[src/rtl/ula_pkg.sv]
// ula_pkg: shared ALU codes, MIPS opcode/funct values, mux encodings and FSM state type
package ula_pkg;
  localparam logic [3:0] ALU_AND  = 4'b0000;
  localparam logic [3:0] ALU_OR   = 4'b0001;
  localparam logic [3:0] ALU_ADD  = 4'b0010;
  localparam logic [3:0] ALU_SLL  = 4'b0011;
  localparam logic [3:0] ALU_SRA  = 4'b0100;
  localparam logic [3:0] ALU_SRL  = 4'b0101;
  localparam logic [3:0] ALU_SUB  = 4'b0110;
  localparam logic [3:0] ALU_SLT  = 4'b0111;
  localparam logic [3:0] ALU_SLTU = 4'b1000;
  localparam logic [3:0] ALU_SRAV = 4'b1010;
  localparam logic [3:0] ALU_LUI  = 4'b1011;
  localparam logic [3:0] ALU_NOR  = 4'b1100;
  localparam logic [3:0] ALU_XOR  = 4'b1101;
  localparam logic [3:0] ALU_SLLV = 4'b1110;
  localparam logic [3:0] ALU_SRLV = 4'b1111;
  localparam logic [5:0] OP_RTYPE = 6'h00;
  localparam logic [5:0] OP_J     = 6'h02;
  localparam logic [5:0] OP_BEQ   = 6'h04;
  localparam logic [5:0] OP_BNE   = 6'h05;
  localparam logic [5:0] OP_ADDI  = 6'h08;
  localparam logic [5:0] OP_ADDIU = 6'h09;
  localparam logic [5:0] OP_SLTI  = 6'h0A;
  localparam logic [5:0] OP_SLTIU = 6'h0B;
  localparam logic [5:0] OP_ANDI  = 6'h0C;
  localparam logic [5:0] OP_ORI   = 6'h0D;
  localparam logic [5:0] OP_XORI  = 6'h0E;
  localparam logic [5:0] OP_LUI   = 6'h0F;
  localparam logic [5:0] OP_LW    = 6'h23;
  localparam logic [5:0] OP_SW    = 6'h2B;
  localparam logic [5:0] F_SLL  = 6'h00;
  localparam logic [5:0] F_SRL  = 6'h02;
  localparam logic [5:0] F_SRA  = 6'h03;
  localparam logic [5:0] F_SLLV = 6'h04;
  localparam logic [5:0] F_SRLV = 6'h06;
  localparam logic [5:0] F_SRAV = 6'h07;
  localparam logic [5:0] F_ADD  = 6'h20;
  localparam logic [5:0] F_ADDU = 6'h21;
  localparam logic [5:0] F_SUB  = 6'h22;
  localparam logic [5:0] F_SUBU = 6'h23;
  localparam logic [5:0] F_AND  = 6'h24;
  localparam logic [5:0] F_OR   = 6'h25;
  localparam logic [5:0] F_XOR  = 6'h26;
  localparam logic [5:0] F_NOR  = 6'h27;
  localparam logic [5:0] F_SLT  = 6'h2A;
  localparam logic [5:0] F_SLTU = 6'h2B;
  localparam logic [1:0] SRC_B_REG  = 2'b00;
  localparam logic [1:0] SRC_B_FOUR = 2'b01;
  localparam logic [1:0] SRC_B_IMM  = 2'b10;
  localparam logic [1:0] SRC_B_BR   = 2'b11;
  localparam logic [1:0] PC_SRC_ALU = 2'b00;
  localparam logic [1:0] PC_SRC_OUT = 2'b01;
  localparam logic [1:0] PC_SRC_JMP = 2'b10;
  typedef enum logic [3:0] {
    S_IDLE, S_FETCH, S_DECODE, S_EXEC_R, S_RTYPE_WB, S_EXEC_I, S_ITYPE_WB,
    S_MEM_ADDR, S_MEM_READ, S_MEM_WB, S_MEM_WRITE, S_BRANCH, S_JUMP
  } state_t;
endpackage

[src/rtl/ula_op_decode.sv]
// ula_op_decode: maps funct (is_r=1) or I-type opcode (is_r=0) to alu_op, shamt_sel, ext_zero and legal
module ula_op_decode
  import ula_pkg::*;
(
  input  logic       is_r,
  input  logic [5:0] opcode,
  input  logic [5:0] funct,
  output logic [3:0] alu_op,
  output logic       shamt_sel,
  output logic       ext_zero,
  output logic       legal
);
  always_comb begin
    alu_op = ALU_ADD;
    legal  = 1'b1;
    if (is_r)
      case (funct)
        F_ADD, F_ADDU: alu_op = ALU_ADD;
        F_SUB, F_SUBU: alu_op = ALU_SUB;
        F_AND:         alu_op = ALU_AND;
        F_OR:          alu_op = ALU_OR;
        F_XOR:         alu_op = ALU_XOR;
        F_NOR:         alu_op = ALU_NOR;
        F_SLT:         alu_op = ALU_SLT;
        F_SLTU:        alu_op = ALU_SLTU;
        F_SLL:         alu_op = ALU_SLL;
        F_SRL:         alu_op = ALU_SRL;
        F_SRA:         alu_op = ALU_SRA;
        F_SLLV:        alu_op = ALU_SLLV;
        F_SRLV:        alu_op = ALU_SRLV;
        F_SRAV:        alu_op = ALU_SRAV;
        default:       legal  = 1'b0;
      endcase
    else
      case (opcode)
        OP_ADDI, OP_ADDIU: alu_op = ALU_ADD;
        OP_SLTI:           alu_op = ALU_SLT;
        OP_SLTIU:          alu_op = ALU_SLTU;
        OP_ANDI:           alu_op = ALU_AND;
        OP_ORI:            alu_op = ALU_OR;
        OP_XORI:           alu_op = ALU_XOR;
        OP_LUI:            alu_op = ALU_LUI;
        default:           legal  = 1'b0;
      endcase
  end
  assign shamt_sel = is_r && (funct == F_SLL || funct == F_SRL || funct == F_SRA);
  assign ext_zero  = !is_r && (opcode == OP_ANDI || opcode == OP_ORI || opcode == OP_XORI);
endmodule

[src/rtl/ula_ctrl_fsm.sv]
// ula_ctrl_fsm: multicycle MIPS control FSM; in clk, rst_n, opcode, funct, zero; out alu_op, datapath selects, strobes, instr_done, illegal
module ula_ctrl_fsm
  import ula_pkg::*;
#(
  parameter int RESET_PC_HOLD = 1
) (
  input  logic       clk,
  input  logic       rst_n,
  input  logic [5:0] opcode,
  input  logic [5:0] funct,
  input  logic       zero,
  output logic [3:0] alu_op,
  output logic       alu_src_a,
  output logic [1:0] alu_src_b,
  output logic       ext_zero,
  output logic       shamt_sel,
  output logic       iord,
  output logic       mem_read,
  output logic       mem_write,
  output logic       ir_write,
  output logic       reg_write,
  output logic       reg_dst,
  output logic       mem_to_reg,
  output logic       pc_write,
  output logic [1:0] pc_source,
  output logic       instr_done,
  output logic       illegal
);
  state_t state, state_nxt;
  logic [3:0] cnt;
  logic [3:0] d_alu;
  logic d_shamt, d_ext, d_legal;
  ula_op_decode u_dec (
    .is_r(state == S_EXEC_R), .opcode(opcode), .funct(funct),
    .alu_op(d_alu), .shamt_sel(d_shamt), .ext_zero(d_ext), .legal(d_legal)
  );
  always_ff @(posedge clk or negedge rst_n)
    if (!rst_n) begin
      state <= S_IDLE;
      cnt   <= '0;
    end else begin
      state <= state_nxt;
      cnt   <= (state == S_IDLE) ? cnt + 4'd1 : cnt;
    end
  always_comb begin
    state_nxt  = state;
    alu_op     = '0;
    alu_src_a  = 1'b0;
    alu_src_b  = SRC_B_REG;
    ext_zero   = 1'b0;
    shamt_sel  = 1'b0;
    iord       = 1'b0;
    mem_read   = 1'b0;
    mem_write  = 1'b0;
    ir_write   = 1'b0;
    reg_write  = 1'b0;
    reg_dst    = 1'b0;
    mem_to_reg = 1'b0;
    pc_write   = 1'b0;
    pc_source  = PC_SRC_ALU;
    instr_done = 1'b0;
    illegal    = 1'b0;
    case (state)
      S_IDLE: state_nxt = (cnt == 4'(RESET_PC_HOLD)) ? S_FETCH : S_IDLE;
      S_FETCH: begin
        mem_read  = 1'b1;
        ir_write  = 1'b1;
        alu_src_b = SRC_B_FOUR;
        alu_op    = ALU_ADD;
        pc_write  = 1'b1;
        state_nxt = S_DECODE;
      end
      S_DECODE: begin
        alu_src_b  = SRC_B_BR;
        alu_op     = ALU_ADD;
        state_nxt  = (opcode == OP_RTYPE) ? S_EXEC_R :
                     (opcode == OP_LW || opcode == OP_SW) ? S_MEM_ADDR :
                     (opcode == OP_BEQ || opcode == OP_BNE) ? S_BRANCH :
                     (opcode == OP_J) ? S_JUMP :
                     (opcode[5:3] == 3'b001) ? S_EXEC_I : S_FETCH;
        illegal    = (state_nxt == S_FETCH);
        instr_done = illegal;
      end
      S_EXEC_R: begin
        alu_src_a  = 1'b1;
        alu_op     = d_alu;
        shamt_sel  = d_shamt;
        illegal    = !d_legal;
        instr_done = !d_legal;
        state_nxt  = d_legal ? S_RTYPE_WB : S_FETCH;
      end
      S_RTYPE_WB: begin
        reg_write  = 1'b1;
        reg_dst    = 1'b1;
        instr_done = 1'b1;
        state_nxt  = S_FETCH;
      end
      S_EXEC_I: begin
        alu_src_a = 1'b1;
        alu_src_b = SRC_B_IMM;
        alu_op    = d_alu;
        ext_zero  = d_ext;
        state_nxt = S_ITYPE_WB;
      end
      S_ITYPE_WB: begin
        reg_write  = 1'b1;
        instr_done = 1'b1;
        state_nxt  = S_FETCH;
      end
      S_MEM_ADDR: begin
        alu_src_a = 1'b1;
        alu_src_b = SRC_B_IMM;
        alu_op    = ALU_ADD;
        state_nxt = (opcode == OP_LW) ? S_MEM_READ : S_MEM_WRITE;
      end
      S_MEM_READ: begin
        mem_read  = 1'b1;
        iord      = 1'b1;
        state_nxt = S_MEM_WB;
      end
      S_MEM_WB: begin
        reg_write  = 1'b1;
        mem_to_reg = 1'b1;
        instr_done = 1'b1;
        state_nxt  = S_FETCH;
      end
      S_MEM_WRITE: begin
        mem_write  = 1'b1;
        iord       = 1'b1;
        instr_done = 1'b1;
        state_nxt  = S_FETCH;
      end
      S_BRANCH: begin
        alu_src_a  = 1'b1;
        alu_op     = ALU_SUB;
        pc_source  = PC_SRC_OUT;
        pc_write   = (opcode == OP_BEQ) ? zero : !zero;
        instr_done = 1'b1;
        state_nxt  = S_FETCH;
      end
      S_JUMP: begin
        pc_source  = PC_SRC_JMP;
        pc_write   = 1'b1;
        instr_done = 1'b1;
        state_nxt  = S_FETCH;
      end
      default: state_nxt = S_IDLE;
    endcase
  end
endmodule

[config.mk]
export PLATFORM = sky130hd
export DESIGN_NAME = ula_ctrl_fsm
export DESIGN_NICKNAME = d
export VERILOG_FILES = /design/src/rtl/ula_pkg.sv /design/src/rtl/ula_op_decode.sv /design/src/rtl/ula_ctrl_fsm.sv
export SDC_FILE = /design/constraint.sdc
export NUM_CORES = 1
export LEC_CHECK = 0
export ABC_CLOCK_PERIOD_IN_PS = 3150
export CAP_MARGIN = 20
export CORE_MARGIN = 4
export CORE_UTILIZATION = 45
export DETAILED_ROUTE_END_ITERATION = 6
export PLACE_DENSITY = 0.77
export SLEW_MARGIN = 20
export SYNTH_ARGS = -nofsm -noshare
export SYNTH_HDL_FRONTEND = slang
export SYNTH_SLANG_ARGS = --single-unit
[constraint.sdc]
create_clock -name clk -period 3.15 [get_ports clk]
set_clock_uncertainty 0.15 [all_clocks]
set_input_delay 0.315 -clock clk [delete_from_list [all_inputs] [get_ports clk]]
set_output_delay 0.315 -clock clk [all_outputs]
set_load 0.01 [all_outputs]
==> impl_results.md <==
* Outcome: finished, final reports clean
* Crit Path Class: in -> out
* Critical R2R Launch: state[1]
* Syn nets at 160
* Vias at 1,213
* Worst hold-check path type: in -> async
* Final period utilization at 94.5%
* Worst hold slack at 190 ps
* Required time worst endpoint at 2680 ps
* Synth Instances at 143
* Final instance area at 0.00144 mm^2
* I/O Pins at 36
* Cell count along the critical path at 5
* Post-route ant nets at 0
* RSZ-0062 raised after global routing: false
* Post-route DRC at 0
* Initial antenna violation count at 0
* EDFF count, synth at 0
* Placed standard-cell area at 0.00141 mm^2
* Worst path slowest cell: clkdlybuf4s50_1
* Clk sinks at 8
* Register area at 200 um^2
* CP top delay family: buffers and inverters
* Cells along the critical path: clkdlybuf4s50_1, or3b_4, or3_4, o32ai_2, clkdlybuf4s50_1
* Setup WS pre-CTS at 187 ps
* Routability Congestion at 0.926
* CTS tree: yes
* Pin count of the biggest net entering global routing at 21
* Synth cell types at 46
* Setup Fix Bufs, Post-CTS at 0
* Layout cell share with drive strength beyond 1 at 9.20%
* Max-cap check violation count at 0
* Vias in the first global route at 1,158
* Area occupied by multi-input gates at 768 um^2
* Startpoint Class: primary input
* FFs w/ async S/R, synth at 100%
* Static Leak at 0.540 nW
* PD cells at 610 mW/mm^2
* Clk slew on worst S/H paths at 50 ps
* Final Util at 65.6%
* Pins Over Slew Limit at 0
* Nets at 193
* Synth top cells by count: 12 x nand2_1, 11 x nor2_1, 10 x a21oi_1
* H-tree Lvls at 1
* Fin cells at 202
* Pre-Repair DR Iteration Count at 4
* Root Buffer: clkbuf_4
* Skew-Pair Late Insertion Delay at 250 ps
* Top cell type's share of synthesized area at 19.3%
* CTS Hold Bufs at 0
* Vias per std cell at 6.00
* CP endpoint kind: output pin
* I/O Buffers at 35
* FP Rows at 17
* Synth top area cells: dfrtp_1 19%, a21oi_1 4.8%, nand2_1 4.4%, nand2b_1 4.2%, nor2b_1 4.2%
* DP Cell Count at 199
* Worst Setup SP: opcode[3]
* DIE AREA at 0.00313 mm^2
* Top_reg_cell synth: dfrtp_1
* Peak VDD IR at 0.410 mV
* Reg2reg path depth at 4
* Core Box Area at 0.00219 mm^2
* Post-route minimum period at 2980 ps
* Resize count post-CTS at 0
* Starting Density at 47.2%
* Layout area overhead at 38.8%
* Initial DRC Count at 38
* Avg Inst Size Synth at 7.24 um^2
* Clock buffer depth at 2
* Drt wl/cell at 14.5 um
* Clock buffers created by TritonCTS at 3
* Final HPWL DP at 2.30 mm
* WL final at 2.93 mm
* Most frequent cell after synthesis: nand2_1
* Min setup slack post-route at 174 ps
* Worst slew margin at 60.2%
* Delay of the slowest cell on the worst path at 570 ps
* Antenna cells at 0
* Crit path DAT at 2510 ps
* First-pass GRT wire length at 5.22 mm
* Fill cells at 202
* Maximum clock frequency at 336 MHz
* CP most frequent cell: clkdlybuf4s50_1
* Chip width at 56.0 um
* All-layer global routing usage at 19.8%
* Final setup violation count at 0
* Slew @ Worst Pin at 588 ps
* Die H at 56.0 um
* Sequential area share after synthesis at 19.3%
* Synth area leader: dfrtp_1
* Endpoints failing hold at 0
* CP max FO at 4
* CP Buf/Inv Count at 2
* Setup TNS at 0 ps
* Final Power at 0.876 mW
* Post-synthesis cell area at 0.00103 mm^2
* Flops & latches, synth at 8
* Gr ovfl total at 0
* Yosys warns at 0
## worst paths after layout
| path | end | slack (ps) |
|---|---|---|
| worst max-delay path | alu_op[3] | 170 |
| worst min-delay path | cnt[3] | 190 |
| worst max register to register | cnt[3] | 1340 |
| worst min register to register | cnt[3] | 330 |
| max in group asynchronous | state[2] | 2410 |
| min in group clk | cnt[3] | 330 |
## flip-flops by register name, indices dropped and copies added (netlist names)
register / flops
state: 4
cnt: 4
## metal layers
metal | part of all wire, % | vias to the layer above | global-route usage, %
met2 | 48 | 36 | 33.3
met5 | 0 | - | 0
met1 | 46 | 580 | 27.2
met3 | 4.8 | 4 | 1.86
met4 | 0.85 | 0 | 5.08
li1 | - | 593 | -
## area by class of cell
type / instances / share of cell area, %
clock buffer: 3 / 1.57
inverter: 4 / 1.05
multi-input combinational: 118 / 53.5
sequential: 8 / 13.9
tap: 28 / 2.44
timing repair buffer: 41 / 27.5
## logic make-up (layout without fill, tap and decap cells)
| group | after synthesis | in the layout | share of synthesized area, % |
|---|---|---|---|
| AO/OA/AOI/OAI | 40 | 40 | 27.0 |
| flip-flops | 8 | 8 | 19.3 |
| XOR/XNOR | 7 | 7 | 5.93 |
| AND/OR/NAND/NOR | 68 | 68 | 38.0 |
| buffers and inverters | 17 | 48 | 6.41 |
| multiplexers | 1 | 1 | 0.967 |
| adder cells (fa/ha/maj) | 2 | 2 | 2.42 |
## layout by cell type (no fill, tap or decap), drive strengths merged, types with 2 or more instances in the layout
cell / count
o32ai: 3
nand2b: 8
nor3: 7
nor3b: 2
inv: 4
dfrtp: 8
a21oi: 10
ha: 2
buf: 6
nor4: 4
a21boi: 2
nor4b: 2
nor2: 11
clkdlybuf4s50: 35
and3b: 2
a22oi: 2
o22ai: 5
nor2b: 7
xor2: 4
o21ai: 6
clkbuf: 3
o31ai: 2
nand4: 3
nand2: 12
or4: 2
xnor2: 3
nand3: 3
## worst register-to-register path: stages (launching register included)
cell and delay, ps:
dfrtp_1 490, buf_4 230, nor4_2 500, nand4_1 170
xnor2_1 150
## report_power, final
group	switching, mW	internal, mW	total (mW)	leakage, nW
Clock	0.0319	0.0434	0.0753	0.0138
Combinational	0.288	0.299	0.586	0.426
Sequential	0.0664	0.148	0.214	0.0997
Power figures use the tool's default switching activity.
